==> config.mk <==
export PLATFORM = sky130hd
export DESIGN_NAME = bus_gate_mux_flat
export DESIGN_NICKNAME = d
export VERILOG_FILES = /design/src/rtl/bus_gate_mux_pkg.sv /design/src/rtl/bus_gate_mux_if.sv /design/src/rtl/bus_gate_mux_prio_enc.sv /design/src/rtl/bus_gate_mux.sv /design/src/flat_wrapper.sv
export SDC_FILE = /design/constraint.sdc
export NUM_CORES = 1
export LEC_CHECK = 0
export CORE_ASPECT_RATIO = 0.75
export CORE_MARGIN = 2
export CORE_UTILIZATION = 40
export CTS_CLUSTER_DIAMETER = 200
export DETAILED_ROUTE_END_ITERATION = 12
export GPL_TIMING_DRIVEN = 0
export PLACE_DENSITY_LB_ADDON = 0.1
export SLEW_MARGIN = 15
export SYNTH_ARGS = -nofsm -noshare
export SYNTH_HDL_FRONTEND = slang
export SYNTH_SLANG_ARGS = --single-unit
export TNS_END_PERCENT = 20
==> constraint.sdc <==
create_clock -name Clk -period 2.74 [get_ports Clk]
set_clock_uncertainty 0.2 [all_clocks]
set_input_delay 0.411 -clock Clk [delete_from_list [all_inputs] [get_ports Clk]]
set_output_delay 0.411 -clock Clk [all_outputs]
set_load 0.005 [all_outputs]
==> src/rtl/bus_gate_mux_pkg.sv <==
// Shared constants for the gated datapath bus resolver.
package bus_mux_pkg;

  localparam int BUS_WIDTH_DEFAULT = 16;
  localparam int CNT_W_DEFAULT     = 8;

  // LC-3 source slots on the shared datapath bus
  localparam int SRC_PC     = 0;
  localparam int SRC_MDR    = 1;
  localparam int SRC_ALU    = 2;
  localparam int SRC_MARMUX = 3;

  // Per-cycle resolution flags for the bus value
  typedef struct packed {
    logic valid;
    logic conflict;
  } bus_flags_t;

endpackage

==> src/rtl/bus_gate_mux_if.sv <==
// Gated-source bus bundle: sources and gates in, resolved bus and conflict status out.
interface bus_gate_mux_if
  import bus_mux_pkg::*;
#(
  parameter int WIDTH = BUS_WIDTH_DEFAULT,
  parameter int N_SRC = 4,
  parameter int CNT_W = CNT_W_DEFAULT
);
  localparam int SRC_W = $clog2(N_SRC);

  logic [N_SRC*WIDTH-1:0] src_data;
  logic [N_SRC-1:0]       gate;
  logic                   clr_err;
  logic [WIDTH-1:0]       bus_out;
  logic                   bus_valid;
  logic [SRC_W-1:0]       bus_src;
  logic                   conflict;
  logic                   conflict_sticky;
  logic [CNT_W-1:0]       conflict_count;

  modport master (
    output src_data, gate, clr_err,
    input  bus_out, bus_valid, bus_src, conflict, conflict_sticky, conflict_count
  );

  modport slave (
    input  src_data, gate, clr_err,
    output bus_out, bus_valid, bus_src, conflict, conflict_sticky, conflict_count
  );

endinterface

==> src/rtl/bus_gate_mux_prio_enc.sv <==
// Lowest-index-wins encoder for the gate vector, with any/multi-hot detection.
module onehot_prio_enc #(
  parameter int N = 4,
  localparam int IDX_W = $clog2(N)
) (
  input  logic [N-1:0]     gate,
  output logic [IDX_W-1:0] idx,
  output logic             any,
  output logic             multi
);

  // Scan from the top down so the lowest set bit is the last to be written
  always_comb begin
    idx = '0;
    for (int i = N - 1; i >= 0; i--) begin
      if (gate[i]) idx = IDX_W'(i);
    end
  end

  assign any   = |gate;
  // Clearing the lowest set bit leaves something only when two or more were set
  assign multi = (gate & (gate - N'(1))) != '0;

endmodule

==> src/rtl/bus_gate_mux.sv <==
// Shared datapath bus: resolves gated sources, keeps the last value when idle,
// and tracks gate conflicts with a sticky flag and a saturating counter.
module bus_gate_mux
  import bus_mux_pkg::*;
#(
  parameter int WIDTH      = BUS_WIDTH_DEFAULT,
  parameter int N_SRC      = 4,
  parameter int REGISTERED = 0,
  parameter int CNT_W      = CNT_W_DEFAULT
) (
  input logic          Clk,
  input logic          Reset,
  bus_gate_mux_if.slave bus
);

  localparam int SRC_W = $clog2(N_SRC);

  logic [SRC_W-1:0] win_idx;
  logic             any_gate;
  logic             multi_gate;

  logic [WIDTH-1:0] keeper;
  logic [SRC_W-1:0] keeper_src;

  logic [WIDTH-1:0] comb_out;
  logic [SRC_W-1:0] comb_src;
  bus_flags_t       comb_flags;

  logic             sticky;
  logic [CNT_W-1:0] count;

  onehot_prio_enc #(.N(N_SRC)) u_enc (
    .gate  (bus.gate),
    .idx   (win_idx),
    .any   (any_gate),
    .multi (multi_gate)
  );

  // Resolve this cycle's bus value: winner when gated, keeper when idle, zero in reset
  always_comb begin
    comb_out            = keeper;
    comb_src            = keeper_src;
    comb_flags.valid    = 1'b0;
    comb_flags.conflict = 1'b0;
    if (Reset) begin
      comb_out = '0;
      comb_src = '0;
    end else if (any_gate) begin
      comb_out            = bus.src_data[win_idx*WIDTH +: WIDTH];
      comb_src            = win_idx;
      comb_flags.valid    = 1'b1;
      comb_flags.conflict = multi_gate;
    end
  end

  // Bus keeper follows whichever source won the bus
  always_ff @(posedge Clk) begin
    if (Reset) begin
      keeper     <= '0;
      keeper_src <= '0;
    end else if (any_gate) begin
      keeper     <= comb_out;
      keeper_src <= win_idx;
    end
  end

  // Conflict tracking; a clear coinciding with a conflict restarts the count at one
  always_ff @(posedge Clk) begin
    if (Reset) begin
      sticky <= 1'b0;
      count  <= '0;
    end else if (multi_gate) begin
      sticky <= 1'b1;
      if (bus.clr_err)  count <= CNT_W'(1);
      else if (!(&count)) count <= count + CNT_W'(1);
    end else if (bus.clr_err) begin
      sticky <= 1'b0;
      count  <= '0;
    end
  end

  assign bus.conflict_sticky = sticky;
  assign bus.conflict_count  = count;

  generate
    if (REGISTERED != 0) begin : g_reg
      // Optional timing stage: capture the resolved bus one cycle later
      always_ff @(posedge Clk) begin
        if (Reset) begin
          bus.bus_out   <= '0;
          bus.bus_valid <= 1'b0;
          bus.bus_src   <= '0;
          bus.conflict  <= 1'b0;
        end else begin
          bus.bus_out   <= comb_out;
          bus.bus_valid <= comb_flags.valid;
          bus.bus_src   <= comb_src;
          bus.conflict  <= comb_flags.conflict;
        end
      end
    end else begin : g_comb
      assign bus.bus_out   = comb_out;
      assign bus.bus_valid = comb_flags.valid;
      assign bus.bus_src   = comb_src;
      assign bus.conflict  = comb_flags.conflict;
    end
  endgenerate

endmodule

==> src/flat_wrapper.sv <==
// flat-port wrapper written by rule: the top's interface ports become plain ports
module bus_gate_mux_flat import bus_mux_pkg::*;
#(
  parameter int WIDTH      = BUS_WIDTH_DEFAULT,
  parameter int N_SRC      = 4,
  parameter int REGISTERED = 0,
  parameter int CNT_W      = CNT_W_DEFAULT
)
  (Clk, Reset, bus_src_data, bus_gate, bus_clr_err, bus_bus_out, bus_bus_valid, bus_bus_src, bus_conflict, bus_conflict_sticky, bus_conflict_count);
  bus_gate_mux_if #(.WIDTH(WIDTH), .N_SRC(N_SRC), .CNT_W(CNT_W)) bus_i ();
  input logic Clk;
  input logic Reset;
  input wire logic [$bits(bus_i.src_data)-1:0] bus_src_data;
  input wire logic [$bits(bus_i.gate)-1:0] bus_gate;
  input wire logic [$bits(bus_i.clr_err)-1:0] bus_clr_err;
  output wire logic [$bits(bus_i.bus_out)-1:0] bus_bus_out;
  output wire logic [$bits(bus_i.bus_valid)-1:0] bus_bus_valid;
  output wire logic [$bits(bus_i.bus_src)-1:0] bus_bus_src;
  output wire logic [$bits(bus_i.conflict)-1:0] bus_conflict;
  output wire logic [$bits(bus_i.conflict_sticky)-1:0] bus_conflict_sticky;
  output wire logic [$bits(bus_i.conflict_count)-1:0] bus_conflict_count;
  assign bus_i.src_data = bus_src_data;
  assign bus_i.gate = bus_gate;
  assign bus_i.clr_err = bus_clr_err;
  assign bus_bus_out = bus_i.bus_out;
  assign bus_bus_valid = bus_i.bus_valid;
  assign bus_bus_src = bus_i.bus_src;
  assign bus_conflict = bus_i.conflict;
  assign bus_conflict_sticky = bus_i.conflict_sticky;
  assign bus_conflict_count = bus_i.conflict_count;
  bus_gate_mux #(.WIDTH(WIDTH), .N_SRC(N_SRC), .REGISTERED(REGISTERED), .CNT_W(CNT_W)) u_core (.Clk(Clk), .Reset(Reset), .bus(bus_i));
endmodule
==> impl_metrics.toml <==
[critical_path]
critPathMaxFanout = 10
regToRegSetupSlack_ps = 750
path_class = "input port to primary output"
arrival_ps = 2300
rr_endpoint = "u_core.bus.conflict_count[3]"
crit_path_end = "bus_bus_out[13]"
end_kind = "primary output"
start_kind = "input port"
cp.required_ps = 2130
r2r_start = "u_core.bus.conflict_count[0]"
ff2ff_path_depth = 6
crit_start = "bus_gate[0]"

[sta]
setup_viol = 7
tightestPinTransition_ps = 618.2
slew_headroom_pct = 58.47
slew_violations = 0
finalHoldViolations = 0
rsz0062_at_grt = "true"
min_period_over_period_pct = 106.3
timing.final.crit_period_ps = 2912
fmax_mhz = 343.4
layout_setup_ws_ps = -172.0

[synth]
netlist_area_sq_um = 1638
ys_seq_area_share_pct = 33.00
syn_inst = 204
ys_ff_latch = 27
synth_top_area_share_pct = 33.00
synth_edf_count = 0
ys_top_cells_by_count = "nor3_1 (37), o32ai_1 (32), dfxtp_1 (27), inv_1 (17), o221ai_1 (16)"
yosys.area.top_type = "dfxtp_1"
synth_ff_type = "dfxtp_1"
synth.most_common_cell = "nor3_1"
synth.avg_cell_area_sq_um = 8.029
postSynth.asyncResetShare_pct = 0
synthTopCellsByArea = "dfxtp_1 (33%), o32ai_1 (17%), nor3_1 (11%)"
yosysWarnings = 0
synth_nets = 276
yosysUniqueCellTypes = 33

[grt]
grt_overflow = 0
first_global_vias = 1855
grtUsageTotal_pct = 23.58
grt_pass1_wl_microns = 8694
antenna_found_initial = 0
grt_max_degree = 18

[floorplan]
die_h_microns = 59.42
die_w_microns = 77.89
pin_count = 100
die_area_sq_um = 4628
rows = 20
start_util_pct = 41.16
core_area_sq_um = 3979

[route]
viasPerCell = 5.756
wl_met2_microns = 2590
wl_microns = 5726
vias = 2101
route.met3.wl_microns = 413
avgRoutedWirePerCell_microns = 15.69
drc = 0
wl_met1_microns = 2624
drt-initial-drc-count = 128
maxUsedRoutingLayer = "met4"
firstDrtPassIters = 4
ant_nets = 0

[finish]
diodes = 0
finalInstanceArea_sq_um = 2879
drive_above_1_share_pct = 13.55
utilization_pct = 72.36
synthToLayoutAreaGrowth_pct = 75.78
nNetsFinal = 383

[clocking]
cts_root_buf = "clkbuf_8"
path_clk_slew_ps = 100
ctsHoldBuffers = 0
cts_sinks = 27
htreeDepth = 1
cts_tree = "built"
numCtsBuffers = 3
clock_path_buffers = 2
worst_skew_pair.late_latency_ps = 280

[power_and_ir_drop]
power.density_nw_per_um2 = 353.2
finalPower_mw = 1.017
peakVddDrop_v = 0.0004008
p_leak_nw = 0.9928

[placed_design]
port_buffers = 98
place_area_sq_um = 2688
place.gp.congestion = 0.8253
dp.final_hpwl_microns = 4264

[run_status]
violations = "setup timing"
status = "finished, violations left"

[job]
cap_violations = 0

[min_path]
hold_class = "register to register"
==> critical path: stages <==
cell and delay [ps]:
clkdlybuf4s15_2 270, buf_6 180, nor2_2 50, nand2_2 190
buf_8 180, o221ai_1 140, o32ai_1 310, clkdlybuf4s50_1 570
==> state kept, by name (all words and copies together) (netlist names) <==
signal                      count
u_core.keeper                  16
u_core.bus.conflict_sticky      1
u_core.keeper_src               2
u_core.bus.conflict_count       8
==> how the worst min path moves through the flow <==
| stage | start | slack, ps | depth (start not counted) | to |
|---|---|---|---|---|
| floorplan | u_core.keeper[0] | 240 | 2 | u_core.keeper[0] |
| global placement | u_core.keeper[14] | 250 | 2 | u_core.keeper[14] |
| detailed placement | u_core.keeper[11] | 260 | 2 | u_core.keeper[11] |
| CTS | u_core.keeper[10] | 270 | 2 | u_core.keeper[10] |
| global route | u_core.keeper_src[0] | 280 | 2 | u_core.keeper_src[0] |
| finish | u_core.keeper[10] | 270 | 2 | u_core.keeper[10] |
==> per-layer routing <==
metal,track usage (%),vias to the layer above
li1,-,1037
met1,32.43,971
met2,38.05,81
met3,5.030,12
met4,5.867,0
met5,0,-
==> report_power, final <==
part           total [mW]  switching (mW)  internal (mW)
clock               0.249           0.142          0.107
sequential          0.430          0.0103          0.419
combinational       0.338           0.139          0.199
==> layout make-up <==
cell class              count  area (sq um)
inverters                  18         68.82
multi-input cells         142          1039
fillers                   329          1100
flip-flops and latches     27         540.5
clock inverters             1         8.758
repair buffers            103          1006
plain buffers              16         106.4
clock buffers               3         41.29
well taps                  55         68.82
==> cell families after synthesis <==
kind of cell             synth area share [%]
flip-flops                              33.00
AND/OR/NAND/NOR                         24.06
adder cells (fa/ha/maj)                0.7638
buffers and inverters                   8.403
AO/OA/AOI/OAI                           33.77
==> repair_timing <==
action / 4_1_cts / 5_1_grt
pin swaps: 6 / 0
resized for setup: 54 / 2
cloned: 0 / 0
setup endpoints to repair: 20 / 13
buffers inserted: 5 / 0
==> through the flow <==
step                TNS, ps  cells  hold WS, ps  worst slack, ps
finish                -1066    365        270.5           -172.0
global route          -1712    365        280.5           -272.1
CTS                  -952.7    365        273.5           -159.3
detailed placement   -14420    357        257.8           -900.9
global placement     -13870    357        251.7           -921.7
floorplan                 0    204        241.0            511.1
==> placed cells by master, fill, tap and decap left out, types with 2 or more instances in the layout <==
cell,count
nand2_1,3
clkdlybuf4s15_2,3
or4_1,4
a21oi_1,6
dfxtp_1,27
nor2_1,4
clkbuf_1,3
o221ai_1,9
o221ai_2,7
nor2_2,2
clkbuf_8,4
o31ai_1,4
nand2b_1,4
nand3_1,3
inv_1,17
nand4_1,3
o32ai_1,32
dlygate4sd2_1,9
o21ai_0,3
buf_4,6
buf_2,3
buf_1,2
nor3_1,37
clkbuf_4,2
clkdlybuf4s50_1,85
clkbuf_2,3
a31oi_1,3
or2_2,2
Note: power is estimated with default switching activity, not from simulation.
